==> src/rtl/mem_sched.sv <==
// Byte-serial scheduler sharing one 8-bit RAM port between instruction fetch and load/store.
// Optional macro MEM_SCHED_STARVE_GUARD_EN: lets a waiting fetch in after STARVE_MAX back-to-back MM grants.
module mem_sched #(
    parameter int ADDR_W     = 32,
    parameter int STARVE_MAX = 4
) (
    input  logic              clk,
    input  logic              rst,
    input  logic              if_req,
    input  logic [ADDR_W-1:0] if_a,
    output logic              if_ok,
    output logic [31:0]       if_n,
    input  logic              mm_req,
    input  logic              mm_wr,
    input  logic [1:0]        mm_len,
    input  logic [ADDR_W-1:0] mm_a,
    input  logic [31:0]       mm_n_i,
    output logic              mm_ok,
    output logic [31:0]       mm_n_o,
    output logic [ADDR_W-1:0] mem_a,
    output logic              mem_wr,
    output logic [7:0]        mem_wn,
    input  logic [7:0]        mem_rn,
    output logic              busy
);

    typedef enum logic [2:0] {IDLE, RD, RD_TAIL, WR, DONE} state_t;

    generate
        if (STARVE_MAX < 1) begin : g_starve_max_must_be_positive
        end
    endgenerate

    function automatic logic [1:0] len_last(input logic [1:0] len);
        case (len)
            2'b00:   return 2'd0;
            2'b01:   return 2'd1;
            default: return 2'd3;
        endcase
    endfunction

    state_t            r_state;
    logic [ADDR_W-1:0] r_base;
    logic [1:0]        r_last;
    logic [1:0]        r_cnt;
    logic              r_own_mm;
    logic [31:0]       r_wdata;
    logic [31:0]       r_rbuf;
    logic              r_if_ok;
    logic              r_mm_ok;
    logic [31:0]       r_if_n;
    logic [31:0]       r_mm_n_o;
    logic [ADDR_W-1:0] r_mem_a;
    logic              r_mem_wr;
    logic [7:0]        r_mem_wn;
    logic              r_busy;

    logic              w_grant_mm;
    logic              w_grant_if;
    logic              w_sel_wr;
    logic [ADDR_W-1:0] w_sel_a;
    logic [1:0]        w_cnt_inc;
    logic [1:0]        w_lane_prev;
    logic [ADDR_W-1:0] w_next_a;
    logic [31:0]       w_rd_word;

`ifdef MEM_SCHED_STARVE_GUARD_EN
    localparam int SW = ($clog2(STARVE_MAX + 1) > 3) ? $clog2(STARVE_MAX + 1) : 3;
    logic [SW-1:0] r_starve;
`endif

    // NOTE: every always_comb output gets a default first so no latch is inferred.
    always_comb begin
        w_grant_mm = mm_req;
        w_grant_if = if_req && !mm_req;
`ifdef MEM_SCHED_STARVE_GUARD_EN
        if (mm_req && if_req && (r_starve == SW'(STARVE_MAX))) begin
            w_grant_mm = 1'b0;
            w_grant_if = 1'b1;
        end
`endif
    end

    assign w_sel_wr    = w_grant_mm && mm_wr;
    assign w_sel_a     = w_grant_mm ? mm_a : if_a;
    assign w_cnt_inc   = r_cnt + 2'd1;
    assign w_lane_prev = r_cnt - 2'd1;
    assign w_next_a    = r_base + {{(ADDR_W-2){1'b0}}, w_cnt_inc};

    // The final byte arrives during RD_TAIL, so merge it straight into the word being retired.
    always_comb begin
        w_rd_word = r_rbuf;
        w_rd_word[{r_last, 3'b000} +: 8] = mem_rn;
    end

    // NOTE: sequential state uses non-blocking assignments only, so every register sees pre-edge values.
    always_ff @(posedge clk or posedge rst) begin
        if (rst) begin
            r_state  <= IDLE;
            r_base   <= '0;
            r_last   <= 2'd0;
            r_cnt    <= 2'd0;
            r_own_mm <= 1'b0;
            r_wdata  <= '0;
            r_rbuf   <= '0;
            r_if_ok  <= 1'b0;
            r_mm_ok  <= 1'b0;
            r_if_n   <= '0;
            r_mm_n_o <= '0;
            r_mem_a  <= '0;
            r_mem_wr <= 1'b0;
            r_mem_wn <= '0;
            r_busy   <= 1'b0;
        end else begin
            r_if_ok <= 1'b0;
            r_mm_ok <= 1'b0;
            case (r_state)
                IDLE: begin
                    if (w_grant_mm || w_grant_if) begin
                        r_base   <= w_sel_a;
                        r_last   <= w_grant_mm ? len_last(mm_len) : 2'd3;
                        r_own_mm <= w_grant_mm;
                        r_wdata  <= mm_n_i;
                        r_cnt    <= 2'd0;
                        r_rbuf   <= '0;
                        r_mem_a  <= w_sel_a;
                        r_mem_wr <= w_sel_wr;
                        r_mem_wn <= w_sel_wr ? mm_n_i[7:0] : 8'h00;
                        r_busy   <= 1'b1;
                        r_state  <= w_sel_wr ? WR : RD;
                    end
                end
                RD: begin
                    if (r_cnt != 2'd0)
                        r_rbuf[{w_lane_prev, 3'b000} +: 8] <= mem_rn;
                    r_cnt <= w_cnt_inc;
                    if (r_cnt == r_last) begin
                        r_mem_a <= '0;
                        r_state <= RD_TAIL;
                    end else begin
                        r_mem_a <= w_next_a;
                    end
                end
                RD_TAIL: begin
                    if (r_own_mm)
                        r_mm_n_o <= w_rd_word;
                    else
                        r_if_n <= w_rd_word;
                    r_if_ok <= !r_own_mm;
                    r_mm_ok <= r_own_mm;
                    r_state <= DONE;
                end
                WR: begin
                    if (r_cnt == r_last) begin
                        r_mem_a  <= '0;
                        r_mem_wr <= 1'b0;
                        r_mem_wn <= 8'h00;
                        r_mm_ok  <= 1'b1;
                        r_state  <= DONE;
                    end else begin
                        r_cnt    <= w_cnt_inc;
                        r_mem_a  <= w_next_a;
                        r_mem_wn <= r_wdata[{w_cnt_inc, 3'b000} +: 8];
                    end
                end
                DONE: begin
                    r_busy  <= 1'b0;
                    r_state <= IDLE;
                end
                default: r_state <= IDLE;
            endcase
        end
    end

`ifdef MEM_SCHED_STARVE_GUARD_EN
    always_ff @(posedge clk or posedge rst) begin
        if (rst) begin
            r_starve <= '0;
        end else if (r_state == IDLE && (w_grant_mm || w_grant_if)) begin
            if (w_grant_mm && if_req)
                r_starve <= r_starve + 1'b1;
            else
                r_starve <= '0;
        end
    end
`endif

    assign if_ok  = r_if_ok;
    assign if_n   = r_if_n;
    assign mm_ok  = r_mm_ok;
    assign mm_n_o = r_mm_n_o;
    assign mem_a  = r_mem_a;
    assign mem_wr = r_mem_wr;
    assign mem_wn = r_mem_wn;
    assign busy   = r_busy;

endmodule

==> config.mk <==
export PLATFORM = sky130hd
export DESIGN_NAME = mem_sched
export DESIGN_NICKNAME = d
export VERILOG_FILES = /design/src/rtl/mem_sched.sv
export SDC_FILE = /design/constraint.sdc
export NUM_CORES = 1
export LEC_CHECK = 0
export CAP_MARGIN = 25
export CORE_UTILIZATION = 51
export CTS_BUF_LIST = sky130_fd_sc_hd__clkbuf_16
export CTS_CLUSTER_DIAMETER = 50
export DETAILED_ROUTE_END_ITERATION = 12
export PLACE_DENSITY = 0.81
export RECOVER_POWER = 100
export SLEW_MARGIN = 30
export SYNTH_ARGS = -nofsm -noshare
export SYNTH_HDL_FRONTEND = slang
export SYNTH_SLANG_ARGS = --single-unit
==> constraint.sdc <==
create_clock -name clk -period 8.1 [get_ports clk]
set_input_delay 1.62 -clock clk [delete_from_list [all_inputs] [get_ports clk]]
set_output_delay 1.62 -clock clk [all_outputs]
set_load 0.05 [all_outputs]
-- Yosys cells after proc, flatten, opt, wreduce, memory -nomap -nowiden
Cells that the tools add are included.
- register bits after elaboration: 212
- bits in latches: 0
- RAM bits: 0
- ROM bits: 0
- bits of input ports: 111
- output and inout bits: 108
- word-level logic and storage cells: 92
- memories kept: 0
- $add $sub $neg: 5
- multipliers: 0
- divide/modulo/power cells: 0
- $lt $le $gt $ge: 0
- equality and inequality tests: 11
- shift operators: 5
- muxes and demuxes: 31
- bitwise gates (word level): 1
- reduce and logical (&&, ||, !) cells: 24
- operators by type and width (kind ; number):
    32-bit 2-to-1 mux ; 5
    32-bit case mux with 2 select lines ; 2
    32-bit bitwise mux ; 2
    8-bit by 7-bit variable shift with 32-bit output (first input constant) ; 2
    8-bit by 7-bit variable part select with 32-bit output ; 2
    32-bit by 2-bit adder with 32-bit output ; 1
    32-bit by 6-bit variable part select with 8-bit output ; 1
    8-bit 2-to-1 mux ; 3
    8-bit case mux with 2 select lines ; 1
    5-bit negator with 7-bit output ; 2
    3-bit case mux with 4 select lines ; 1
    2-bit AND reduction ; 6
    3-bit AND reduction ; 4
    2-bit != test (second input constant) ; 5
    2-bit nonzero test ; 5
    3-bit 2-to-1 mux ; 3
    2-bit 2-to-1 mux ; 4
    3-bit by 2-bit equality test with 1-bit output (second input constant) ; 2
    1-bit case mux with 2 select lines ; 3
    2-bit case mux with 3 select lines ; 1
    1-bit 2-to-1 mux ; 5
    2-bit case mux with 2 select lines ; 1
    3-bit by 1-bit equality test with 1-bit output (second input constant) ; 1
    3-bit equality test (second input constant) ; 1
    other kinds (12) ; 14

-- Depth between registers and ports, before layout
Gate-level depths: netlist (run 1).
- depth after elaboration: 6
- gate-level depth with buffers: 10
- depth with buffers taken out: 9

-- Worst setup path after synthesis (run 1)
No wires, ideal clock.
- path type: input-to-reg
- start point: input port mm_req
- end point: register r_rbuf[10]
- setup time: 0.066 ns
- arrival: 3.082 ns
- required time: 8.034 ns
- setup slack: 4.952 ns
- stages: 7
- path buffers: 3
- path through: buf_4 or2_2 clkbuf_1 and2_0 buf_2 a21oi_1 a22o_1
- longest elaborated chain between the ends: 5
- ends and longest elaborated chain (what ; RTL line ; source):
    start, declared ; 13 ; input logic mm_req,
    1-bit zero test ; 75 ; w_grant_if = if_req && !mm_req;
    1-bit logical AND ; 75 ;
    1-bit logical OR (*) ; 119 ; if (w_grant_mm || w_grant_if) begin
    2-bit != test (no source line) (*) ; - ;
    3-bit AND reduction (no source line) (*) ; - ;
    end signal, assigned by index ; 135 ; r_rbuf[{w_lane_prev, 3'b000} +: 8] <= mem_rn;
    end, declared ; 48 ; logic [31:0] r_rbuf;
Every way passes the cells marked *; elsewhere a longest branch is shown, timed or not.
A chain may end at the register's enable or synchronous reset.

-- Worst setup path in the final report (run 1)
- start point: input port mm_req
- end point: register r_wdata[12]
- longest elaborated chain between the ends: 4
- ends and longest elaborated chain (what ; RTL line ; source):
    1-bit zero test ; 75 ;
    1-bit logical AND ; 75 ;
    1-bit logical OR (*) ; 119 ;
    2-bit AND reduction (no source line) (*) ; - ;
    end signal, assigned ; 123 ; r_wdata <= mm_n_i;
    end, declared ; 47 ; logic [31:0] r_wdata;
Marked as above.

==> results of run 1 <==
area by class of cell:
type,instances,area share
Sequential cell,212,0.412
Inverter,10,0.00389
Clock inverter,15,0.0148
Tap cell,234,0.0227
Multi-Input combinational cell,728,0.329
Clock buffer,23,0.0447
Timing Repair Buffer,225,0.172
metal layers:
layer,part of all wire,vias up
met5,0,-
met4,0.028,0
met3,0.059,45
met2,0.49,285
met1,0.42,3909
li1,-,3868
state kept, by name (all words and copies together) (netlist names), 3 cells and up:
name,count
if_n,32
mem_a,32
mm_n_o,32
r_base,32
r_rbuf,32
r_wdata,32
mem_wn,8
r_state,3
worst max-delay path, cell delays in order:
cell and delay [ns]:
clkbuf_1 1.63, or2_0 0.53, and2_0 0.52, clkbuf_1 1.09, nand2_1 0.18, nand2_1 0.11
power by group:
| part | switching (mW) | internal [mW] | leakage [nW] |
|---|---|---|---|
| registers | 0.349 | 1.52 | 2.61 |
| logic | 1.94 | 0.947 | 2.70 |
| clock network | 0.403 | 0.669 | 0.389 |
| total | 2.70 | 3.14 | 5.70 |
path summary, 6_finish.rpt:
path / startpoint / to / slack (ns) / cells past startpoint
setup / recovery: mm_req / r_wdata[12] / 2.84 / 6
hold / removal: r_rbuf[1] / r_rbuf[1] / 0.48 / 2
setup reg to reg: r_cnt[0] / mem_a[14] / 4.11 / 9
hold reg to reg: r_rbuf[1] / r_rbuf[1] / 0.48 / 2
max in group asynchronous: rst / r_own_mm / 5.19 / 3
min in group asynchronous: rst / mm_n_o[23] / 1.73 / 2
logic make-up (layout without fill, tap and decap cells):
logic type | after synthesis | count (layout) | synth area share
compound gates | 246 | 246 | 0.149
fa+ha+maj | 14 | 14 | 0.0186
xor+xnor | 27 | 27 | 0.0241
simple gates | 396 | 396 | 0.181
mux | 45 | 45 | 0.0567
buf+inv | 74 | 273 | 0.0301
flops | 212 | 212 | 0.540
Yosys cell counts (10+ instances only):
cell	count	share of area
a21o_1	18	0.014
a21oi_1	125	0.064
a22o_1	22	0.020
buf_2	11	0.0056
clkbuf_1	44	0.017
dfrtp_1	212	0.54
ha_1	13	0.017
inv_1	10	0.0038
mux2i_1	32	0.033
nand2_1	178	0.068
nand3_1	10	0.0051
nand4_1	12	0.0076
nor2_1	109	0.042
nor2b_1	34	0.022
nor3_1	21	0.011
o21ai_0	50	0.025
xnor2_1	13	0.012
xor2_1	14	0.012
stage by stage:
step | area, sq um | worst slack [ns] | utilization | power, mW
after floorplan | 9820 | 0.686 | - | 3.91
after global placement | 12100 | 4.05 | 0.645 | 4.78
after detailed placement | 12100 | 4.00 | 0.645 | 4.86
after CTS | 12900 | 4.12 | 0.686 | 5.95
after global routing | 12900 | 2.51 | 0.686 | 6.18
final | 12900 | 2.84 | 0.686 | 5.84
cell usage in the layout (no fill, tap or decap), types with 4 or more instances in the layout:
cell	instances
bufinv_16	5
clkbuf_16	23
nand2_1	177
nor2b_1	34
mux2_2	5
a32oi_1	8
nor3_1	20
a221o_1	4
clkinv_1	4
a21o_1	18
dfrtp_1	212
mux4_2	8
xor2_1	14
o221ai_1	5
nor2_1	109
mux2i_1	32
xnor2_1	13
a21oi_1	125
clkbuf_1	5
o21ai_0	50
inv_1	13
clkdlybuf4s50_1	108
ha_1	13
dlygate4sd3_1	109
a22o_1	22
nand4_1	12
nand3_1	10
==> reports/metrics.yaml, run 1 <==
sta:
  period_minus_slack_ns: 5.26
  rsz0062_at_grt: "no"
  finalSetupViolations: 0
  drv_slew: 221
  max_freq_mhz: 190
  worst_pin_slew_ns: 2.70
  timing.final.hold_violations: 0
  finClkSkew_ns: 0.0135
  fin_tns_setup_ns: 0
  slew_headroom: -0.801
  timing.hold.ws_ns: 0.476
  timing.final.crit_share: 0.650
routing:
  num_vias: 8107
  ant_nets: 0
  dr.pass1.iters: 7
  drt_wl_total_um: 25000
  drc: 0
  first_iter_violations: 491
  viasPerCell: 5.60
  wire_per_inst_um: 17.3
hold_path:
  hold_class: "flop to flop"
grt:
  grt_pass1_wl_um: 41300
  busiest_layer: "met2"
  grt_max_degree: 135
  gr-usage-met3: 0.0418
  use_met1: 0.345
  grt_pass1_vias: 8051
  grt_overflow: 0
  track_usage: 0.260
  antenna_found_initial: 0
  grtUsageMet2: 0.442
placement:
  gp_congestion: 0.795
  placed_cells: 1409
  dp_hpwl_um: 17000
  port_buffers: 218
cells_and_area:
  area_growth_syn_to_layout_pct: 31.1
  fin_cells: 1447
  nFillCells: 1429
  drive_gt1_frac: 0.0486
  register_area_sq_mm: 0.00531
  antennaDiodeCount: 0
  multiInputGateArea_sq_mm: 0.00424
  fin_nets: 1325
power_and_ir_drop:
  ir_drop_mv: 0.209
  power_density_mw_per_mm2: 454
  leakagePower_nw: 5.70
cts:
  htreeDepth: 1
  ctsResizeCount: 0
  clockBufferDepth: 3
  cts_sinks: 212
  cts_setup_buffers: 0
  holdBufCountCts: 0
  insertion_delay_ns: 0.50
  cts_buffers: 23
  clk_pin_slew_ns: 0.06
  cts_tree: "done"
  cts-root-buf: "clkbuf_16"
floorplanning:
  core_area_sq_mm: 0.0188
  rows: 50
  die_y_um: 141
  die_w_um: 141
  die-area_sq_mm: 0.0198
  start_util: 0.523
  ios: 219
synth:
  yosysWarnings: 0
  synth.cell_area_sq_mm: 0.00982
  yosysUniqueCellTypes: 56
  ys_seq_area_frac: 0.540
  avgSynthCellArea_sq_um: 9.68
  syn_nets: 1139
  synth_ff_type: "dfrtp_1"
  synth_edf_count: 0
  ys_seq_elements: 212
  syn_inst: 1014
  async_flop_share: 1.00
run_status:
  violations: "capacitance limit, slew limit"
  outcome: "complete, but fails checks"
worst_setup_path:
  path_class: "input port to flop"
  arrival_ns: 5.70
  critPathLaunchType: "input port"
  path_max_fanout: 35
  cp-end-kind: "flop"
  required_ns: 8.54
run:
  maxCapViolations: 5
(Power assumes the default switching activity.)
==> run 2: changes to the inputs <==
clock period = 5.2 ns   (was 8.1 ns; I/O delays follow)
==> reports/metrics.yaml, run 2 (same netlist as run 1, synthesis figures left out) <==
sta:
  rsz0062_at_grt: "no"
  drv_slew: 384
  max_freq_mhz: 240
  period_minus_slack_ns: 4.17
  slew_headroom: -0.791
  timing.final.crit_share: 0.803
  finalSetupViolations: 0
  worst_pin_slew_ns: 2.69
  timing.final.hold_violations: 0
  finClkSkew_ns: 0.0257
  fin_tns_setup_ns: 0
grt:
  antenna_found_initial: 1
  grt_max_degree: 100
  track_usage: 0.264
  grt_pass1_vias: 8155
  grt_pass1_wl_um: 41700
  grt_overflow: 0
run_status:
  violations: "capacitance limit, slew limit"
  outcome: "complete, but fails checks"
floorplanning:
  start_util: 0.523
  ios: 219
  rows: 50
  die_y_um: 141
  die_w_um: 141
  die-area_sq_mm: 0.0198
  core_area_sq_mm: 0.0188
routing:
  dr.pass1.iters: 5
  wire_per_inst_um: 17.5
  drt_wl_total_um: 25300
  ant_nets: 0
  drc: 0
  viasPerCell: 5.65
  num_vias: 8187
  first_iter_violations: 532
hold_path:
  hold_class: "flop to flop"
  min_from: "r_rbuf[7]"
  holdPathStages: 2
  whs_endpoint: "r_rbuf[7]"
worst_setup_path:
  cp-end-kind: "flop"
  ff2ff_path_depth: 6
  arrival_ns: 4.57
  worst-r2r-setup-slack_ns: 1.03
  r2r-end: "mem_wr"
  critPathLaunchType: "flop"
  path_max_fanout: 41
  r2r_start: "r_state[1]"
  path_class: "flop to flop"
  required_ns: 5.60
cells_and_area:
  area_growth_syn_to_layout_pct: 30.3
  final_common_cell: "dfrtp_1"
  layout_common_cells: "212 x dfrtp_1, 177 x nand2_1, 124 x a21oi_1, 110 x dlygate4sd3_1, 109 x nor2_1"
  fin_nets: 1327
  drive_gt1_frac: 0.0535
cts:
  htreeDepth: 1
  clockBufferDepth: 3
  cts_buffers: 23
  ctsResizeCount: 0
  cts_setup_buffers: 0
  clk_pin_slew_ns: 0.06
  insertion_delay_ns: 0.52
  cts-root-buf: "clkbuf_16"
  holdBufCountCts: 0
  cts_tree: "done"
  cts_sinks: 212
power_and_ir_drop:
  p_total_mw: 8.93
  leakagePower_nw: 5.64
  power_density_mw_per_mm2: 698
  ir_drop_mv: 0.321
placement:
  dp_hpwl_um: 17700
  gp_congestion: 0.838
  port_buffers: 218
run:
  maxCapViolations: 6
[run 2: changes by cell type in the layout (fill, tap and decap cells not counted), moves of 2 or more]
| cell | previous run | this run |
|---|---|---|
| bufinv_16 | 5 | 1 |
| inv_1 | 13 | 10 |
| clkinvlp_4 | 0 | 4 |
| clkbuf_2 | 0 | 2 |
[run 2: worst max-delay path: stages, from the launching register on]
cell	delay, ns
dfrtp_1	0.69
nor3_1	0.81
and2_0	0.21
clkbuf_1	1.34
a21oi_2	0.36
a21oi_1	0.27
mux2_2	0.35
[run 2: how the worst max path moves through the flow]
| stage | slack, ns | to | startpoint | depth (start not counted) |
|---|---|---|---|---|
| 6_report | 1.03 | mem_wr | r_state[1] | 6 |
| 5_1_grt | 0.52 | r_base[21] | rst | 3 |
| 3_5_place_dp | 1.24 | mem_a[14] | r_cnt[0] | 9 |
| 2_1_floorplan | 1.40 | busy | rst | 1 |
| 4_1_cts | 1.17 | mem_a[14] | r_cnt[0] | 9 |
| 3_3_place_gp | 1.37 | mem_a[14] | r_cnt[0] | 9 |
[run 2: stage by stage]
step           hold slack, ns  instance area (sq um)  cells  utilization  worst slack [ns]
2_1_floorplan           0.440                   9820   1014            -              1.40
3_3_place_gp            0.453                  12200   1411        0.647              1.37
3_5_place_dp            0.457                  12200   1411        0.648              1.24
5_1_grt                 0.484                  12800   1449        0.682             0.520
6_report                0.475                  12800   1450        0.682              1.03
4_1_cts                 0.472                  12800   1449        0.684              1.17
[run 2: final cells by class]
type | instances | area [sq um]
Fill cell | 1442 | 5970
Antenna cell | 1 | 2.50
Clock inverter | 15 | 113
Multi-Input combinational cell | 728 | 4240
Tap cell | 234 | 293
Clock buffer | 23 | 576
Inverter | 10 | 38.8
Timing Repair Buffer | 227 | 2220
Sequential cell | 212 | 5310
[run 2: power breakdown]
part / internal, mW / switching, mW
registers: 2.37 / 0.552
logic: 1.48 / 3.02
clock network: 0.856 / 0.653
total: 4.71 / 4.22
[run 2: metal layers]
layer	GRT usage	part of all wire	vias up
li1	-	-	3875
met4	0.0664	0.018	0
met5	0	0	-
met1	0.351	0.43	4005
met3	0.0384	0.055	41
met2	0.455	0.50	266
